### config.mk
export PLATFORM = sky130hd
export DESIGN_NAME = seq_shifter_flat
export DESIGN_NICKNAME = d
export VERILOG_FILES = /design/src/rtl/seq_shifter_if.sv /design/src/rtl/seq_shifter.sv /design/src/flat_wrapper.sv
export SDC_FILE = /design/constraint.sdc
export NUM_CORES = 1
export LEC_CHECK = 0
export BUFFER_PORTS_ARGS = -buffer_cell sky130_fd_sc_hd__buf_2
export CAP_MARGIN = 5
export CORE_ASPECT_RATIO = 0.75
export CORE_MARGIN = 3
export CORE_UTILIZATION = 46
export DETAILED_ROUTE_END_ITERATION = 10
export GPL_ROUTABILITY_DRIVEN = 0
export HOLD_SLACK_MARGIN = 0.05
export PLACE_DENSITY = 0.85
export RECOVER_POWER = 25
export SLEW_MARGIN = 0
export SYNTH_ARGS = -nofsm -noshare
export SYNTH_HDL_FRONTEND = slang
export SYNTH_SLANG_ARGS = --single-unit
### constraint.sdc
create_clock -name clk -period 1.44 [get_ports clk]
set_clock_uncertainty 0.2 [all_clocks]
set_input_delay 0.144 -clock clk [delete_from_list [all_inputs] [get_ports clk]]
set_output_delay 0.144 -clock clk [all_outputs]
set_load 0.005 [all_outputs]
### src/rtl/seq_shifter_if.sv
`default_nettype none
// ============================================================================
// Module      : seq_shifter_if
// Description : Handshake/data bundle between a requester and seq_shifter.
//               master modport = requester side, slave modport = shifter.
// Ports       : i_start  - request a shift (requester -> shifter)
//               i_val    - operand
//               i_amount - shift distance in bit positions
//               i_dir    - 0 = left, 1 = right
//               i_arith  - 1 = arithmetic right shift (sign fill)
//               o_val    - working/result register
//               o_busy   - shifter not idle
//               o_done   - one-cycle completion pulse
//               o_lost   - sticky OR of shifted-out bits
// Revision    : 1.0 - initial release
// ============================================================================
interface seq_shifter_if #(
  parameter int DW = 32,
  parameter int AW = 6
) ();

  logic          i_start;
  logic [DW-1:0] i_val;
  logic [AW-1:0] i_amount;
  logic          i_dir;
  logic          i_arith;
  logic [DW-1:0] o_val;
  logic          o_busy;
  logic          o_done;
  logic          o_lost;

  modport master (
    output i_start, i_val, i_amount, i_dir, i_arith,
    input  o_val, o_busy, o_done, o_lost
  );

  modport slave (
    input  i_start, i_val, i_amount, i_dir, i_arith,
    output o_val, o_busy, o_done, o_lost
  );

endinterface : seq_shifter_if
`default_nettype wire

### src/rtl/seq_shifter.sv
`default_nettype none
// ============================================================================
// Module      : seq_shifter
// Description : Multi-cycle variable-amount shifter. Captures an operand on an
//               accepted start, then shifts it one bit position per clock
//               (left, logical right or arithmetic right) for min(amount, DW)
//               cycles, flagging any one bits shifted out.
// Ports       : clk - system clock, rising edge
//               rst - asynchronous active-low reset
//               bus - seq_shifter_if.slave (start/operand in, result/status out)
// Revision    : 1.0 - initial release
// ============================================================================
module seq_shifter #(
  parameter int DW = 32,
  parameter int AW = 6
) (
  input  wire logic    clk,
  input  wire logic    rst,
  seq_shifter_if.slave bus
);

  typedef enum logic [1:0] {
    S_IDLE  = 2'd0,
    S_SHIFT = 2'd1,
    S_DONE  = 2'd2
  } state_t;

  // DW expressed in the amount width; AW is sized so this cannot truncate.
  localparam logic [AW-1:0] C_DW_AMT = AW'(DW);

  state_t        r_state;
  state_t        w_state_nxt;
  logic [DW-1:0] r_val;
  logic          r_lost;
  logic [AW-1:0] r_count;
  logic          r_dir;
  logic          r_arith;

  logic [AW-1:0] w_count_load;
  logic          w_fill;
  logic          w_out_bit;
  logic [DW-1:0] w_shift_val;
  logic          w_accept;

  // Distances beyond the width are clamped: the extra shifts would only
  // repeat the fill value and can lose no further bits.
  assign w_count_load = (bus.i_amount > C_DW_AMT) ? C_DW_AMT : bus.i_amount;

  assign w_accept = (r_state == S_IDLE) && bus.i_start;

  // Sign fill only for arithmetic right shifts; left shifts ignore r_arith.
  assign w_fill      = r_arith & r_val[DW-1];
  assign w_out_bit   = r_dir ? r_val[0] : r_val[DW-1];
  assign w_shift_val = r_dir ? {w_fill, r_val[DW-1:1]}
                             : {r_val[DW-2:0], 1'b0};

  // --------------------------------------------------------------------------
  // State register
  // --------------------------------------------------------------------------
  always_ff @(posedge clk or negedge rst) begin
    if (!rst) begin
      r_state <= S_IDLE;
    end else begin
      r_state <= w_state_nxt;
    end
  end

  // --------------------------------------------------------------------------
  // Next-state logic
  // --------------------------------------------------------------------------
  always_comb begin
    w_state_nxt = r_state;
    case (r_state)
      S_IDLE: begin
        if (bus.i_start) begin
          w_state_nxt = (w_count_load == '0) ? S_DONE : S_SHIFT;
        end
      end
      S_SHIFT: begin
        // Leave on the edge that performs the final shift (count 1 -> 0).
        if (r_count == AW'(1)) begin
          w_state_nxt = S_DONE;
        end
      end
      S_DONE: begin
        w_state_nxt = S_IDLE;
      end
      default: begin
        w_state_nxt = S_IDLE;
      end
    endcase
  end

  // --------------------------------------------------------------------------
  // Datapath: capture on accepted start, shift once per cycle in SHIFT.
  // Result and lost flag hold in DONE/IDLE until the next accepted start.
  // --------------------------------------------------------------------------
  always_ff @(posedge clk or negedge rst) begin
    if (!rst) begin
      r_val   <= '0;
      r_lost  <= 1'b0;
      r_count <= '0;
      r_dir   <= 1'b0;
      r_arith <= 1'b0;
    end else if (w_accept) begin
      r_val   <= bus.i_val;
      r_lost  <= 1'b0;
      r_count <= w_count_load;
      r_dir   <= bus.i_dir;
      r_arith <= bus.i_arith;
    end else if (r_state == S_SHIFT) begin
      r_val   <= w_shift_val;
      r_lost  <= r_lost | w_out_bit;
      r_count <= r_count - AW'(1);
    end
  end

  // --------------------------------------------------------------------------
  // Outputs: registers or decodes of registered state only.
  // --------------------------------------------------------------------------
  assign bus.o_val  = r_val;
  assign bus.o_lost = r_lost;
  assign bus.o_busy = (r_state != S_IDLE);
  assign bus.o_done = (r_state == S_DONE);

endmodule : seq_shifter
`default_nettype wire
### src/flat_wrapper.sv
// flat-port wrapper written by rule: the top's interface ports become plain ports
module seq_shifter_flat 
#(
  parameter int DW = 32,
  parameter int AW = 6
)
  (clk, rst, bus_i_start, bus_i_val, bus_i_amount, bus_i_dir, bus_i_arith, bus_o_val, bus_o_busy, bus_o_done, bus_o_lost);
  seq_shifter_if #(.DW(DW), .AW(AW)) bus_i ();
  input  wire logic clk;
  input  wire logic rst;
  input wire logic [$bits(bus_i.i_start)-1:0] bus_i_start;
  input wire logic [$bits(bus_i.i_val)-1:0] bus_i_val;
  input wire logic [$bits(bus_i.i_amount)-1:0] bus_i_amount;
  input wire logic [$bits(bus_i.i_dir)-1:0] bus_i_dir;
  input wire logic [$bits(bus_i.i_arith)-1:0] bus_i_arith;
  output wire logic [$bits(bus_i.o_val)-1:0] bus_o_val;
  output wire logic [$bits(bus_i.o_busy)-1:0] bus_o_busy;
  output wire logic [$bits(bus_i.o_done)-1:0] bus_o_done;
  output wire logic [$bits(bus_i.o_lost)-1:0] bus_o_lost;
  assign bus_i.i_start = bus_i_start;
  assign bus_i.i_val = bus_i_val;
  assign bus_i.i_amount = bus_i_amount;
  assign bus_i.i_dir = bus_i_dir;
  assign bus_i.i_arith = bus_i_arith;
  assign bus_o_val = bus_i.o_val;
  assign bus_o_busy = bus_i.o_busy;
  assign bus_o_done = bus_i.o_done;
  assign bus_o_lost = bus_i.o_lost;
  seq_shifter #(.DW(DW), .AW(AW)) u_core (.clk(clk), .rst(rst), .bus(bus_i));
endmodule
==> metrics.yaml <==
status:
  status: "finished with violations"
  violations: "setup timing"
power_and_ir_drop:
  leakagePower_nw: 1.82
  p_per_area_nw_per_um2: 2170
  p_total_mw: 8.51
  pwr-share-clk_pct: 11.6
  power.switching_mw: 3.46
  p_sw_share_pct: 40.7
  power_frac_comb_pct: 58.1
  ir_drop_mv: 1.17
  sequentialPowerShare_pct: 30.3
  p_int_mw: 5.05
synthesis:
  syn_nets: 287
  postSynthCellCount: 242
  yosysUniqueCellTypes: 37
  synth_common_cells: "dfrtp_1, nor2_1, nand2_1"
  synthMostInstantiatedCell: "dfrtp_1"
  syn_avg_cell_area_um2: 9.80
  synth-main-ff-cell: "dfrtp_1"
  yosysTopAreaCell: "dfrtp_1"
  ys_ff_latch: 43
  synthArstFlopShare_pct: 100
  yosys_warnings: 0
  netlist_area_um2: 2370
  synth_top_area_share_pct: 45.4
  synth_enable_flop_cells: 0
  yosysSeqAreaShare_pct: 45.4
  synth.area.top_cells: "dfrtp_1, mux2i_1, a221o_1"
floorplanning:
  core_area_um2: 4700
  dieArea_um2: 6060
  rows: 21
  start_util_pct: 50.4
  ios: 78
  die_h_um: 68.2
  die_w_um: 88.9
clock_network:
  clk_latency_ps: 290
  cts_inserted_buffers: 5
  clk_path_buf_depth: 2
  cts_tree: "done"
  clk_pin_slew_ps: 80
  cts.sinks: 43
  cts_root_buf: "clkbuf_8"
  ctsHtreeMaxLevel: 2
drt:
  ant_nets: 0
  dr.pass1.iters: 5
  vias: 2663
  wirelength_um: 8360
  drt-initial-drc-count: 237
  vias_per_cell: 5.94
  wl_per_cell_um: 18.7
  drc: 0
global_route:
  gr-usage-met1_pct: 32.2
  grt_busiest_layer: "met2"
  grt_util_all_layers_pct: 25.9
  antenna_found_initial: 0
  first_global_vias: 2612
  globalRouteMet2Util_pct: 45.8
  overflow: 0
  use_met3_pct: 5.42
  grt_pass1_wl_um: 12100
  grt_max_degree: 44
finish:
  syn_to_final_growth_pct: 65.2
  num_antenna_cells: 0
  final_nets: 435
  post-route-util_pct: 83.3
  drive_gt1_share_pct: 41.9
critical_path:
  worstPathCellList: "nand2b_1 -> buf_12 -> a211oi_1 -> o31ai_2"
  crit_arrival_ps: 1600
  crit_path_max_fanout: 20
  crit_type: "flop to flop"
  cp.required_ps: 1410
  crit_family: "flip-flops"
  slowest_stage: "dfrtp_2"
  endpoint_kind: "flop"
  cpPeakStageDelay_ps: 470
  path_buf_inv: 1
  start_kind: "flop"
min_path:
  hold_path.class: "input port to flop"
timing:
  fmax_mhz: 616
  tightest_slew_ps: 617
  slew_violations: 0
  hold_viol: 0
  grt_setup_unrepaired: "true"
  post-route-min-period_ps: 1620
  min_period_over_period_pct: 113
  setup_ws_ps: -183
  setup_viol: 42
  relSlewSlack_pct: 58.8
flow_run:
  drv_cap: 0
placed_design:
  dp_hpwl_um: 4680
  io_buffers: 77
==> layout make-up <==
| class | instances | area, um2 |
|---|---|---|
| timing repair buffer | 161 | 1280 |
| sequential | 43 | 1080 |
| inverter | 3 | 11.3 |
| clock buffer | 6 | 82.6 |
| multi-input combinational | 176 | 1360 |
| tap | 57 | 71.3 |
| clock inverter | 2 | 35.0 |
| fill | 249 | 783 |
==> power groups by stage <==
stage / Clock [mW] / Combinational, mW / Sequential [mW]
floorplan: 0 / 2.49 / 2.37
global placement: 0 / 3.82 / 2.45
detailed placement: 0 / 4.00 / 2.48
CTS: 0.995 / 4.26 / 2.48
global route: 1.04 / 5.38 / 2.65
finish: 0.991 / 4.95 / 2.58
==> metrics by stage <==
step	worst slack, ps	hold WS (ps)	std cells	cell area [um2]	setup TNS, ps
final	-183	81.8	448	3920	-5180
after global routing	-265	98.5	448	3920	-7800
after CTS	-154	51.2	440	3670	-4730
after detailed placement	-152	-61.4	387	3060	-3500
after global placement	-81.3	-61.8	387	3060	-1460
after floorplan	-62.0	-352	242	2420	-152
==> worst reg2reg max path, cell delays in order, from the launching register on <==
cell	delay, ps
dfrtp_2	470
nand2b_1	250
buf_12	200
a211oi_1	300
o31ai_2	100
==> state kept, by name, indices dropped and copies added (netlist names) <==
| signal | count |
|---|---|
| u_core.r_state | 2 |
| u_core.bus.o_lost | 1 |
| u_core.bus.o_val | 32 |
| u_core.r_dir | 1 |
| u_core.r_count | 6 |
| u_core.r_arith | 1 |
==> layout by cell type (no fill, tap or decap), types with 2 or more instances in the layout <==
cell            n
nand3_2         2
nor2b_2         2
buf_4          24
clkbuf_16       2
dfrtp_1        37
a21oi_2         2
o21ai_1         3
nand2b_1        2
o31ai_2         5
dlygate4sd3_1  42
buf_6          10
a32oi_1         2
buf_2          76
nor2_1         32
o211ai_1        2
or4_1           2
nand2_1        22
a211oi_1        8
buf_12          5
a211oi_2        4
inv_1           3
o31ai_1         6
clkbuf_8        6
mux2i_1        19
nor2b_1        13
a221o_1        18
dfrtp_2         6
a21oi_1         3
nand3_1         3
==> routing by layer <==
layer  vias to the layer above  share of wire (%)
li1                       1185                  -
met1                      1310                 40
met2                       158                 50
met3                        10                8.5
met4                         0               0.91
met5                         -                  0
==> kinds of logic (layout without fill, tap and decap cells) <==
logic type | count (synthesis) | count (layout) | synth area share (%)
xor gates and xnor gates | 1 | 1 | 0.369
DFF | 43 | 43 | 45.4
buffers and inverters | 23 | 172 | 4.96
AOI/OAI and AO/OA | 62 | 62 | 20.8
muxes | 19 | 19 | 8.02
and+or+nand+nor | 92 | 92 | 19.5
adders and majority gates | 2 | 2 | 1.05
==> final timing paths <==
path,startpoint,endpoint,slack [ps],depth (start not counted)
min in group asynchronous,rst,u_core.bus.o_val[19],300,3
worst min register to register,u_core.bus.o_lost,u_core.bus.o_lost,300,2
worst min-delay path,bus_i_start,u_core.r_state[1],80,4
worst max register to register,u_core.r_state[1],u_core.bus.o_val[1],-180,4
worst max-delay path,u_core.r_state[1],u_core.bus.o_val[1],-180,4
max in group asynchronous,rst,u_core.r_count[3],280,3
==> timing repair <==
action,in CTS,in global routing
pin swaps,2,14
hold buffers,42,0
setup endpoints to repair,44,45
setup buffers,2,5
cloned,1,3
hold endpoints to repair,84,0
gates resized for setup,9,37
Note: power is estimated with default switching activity, not from simulation.
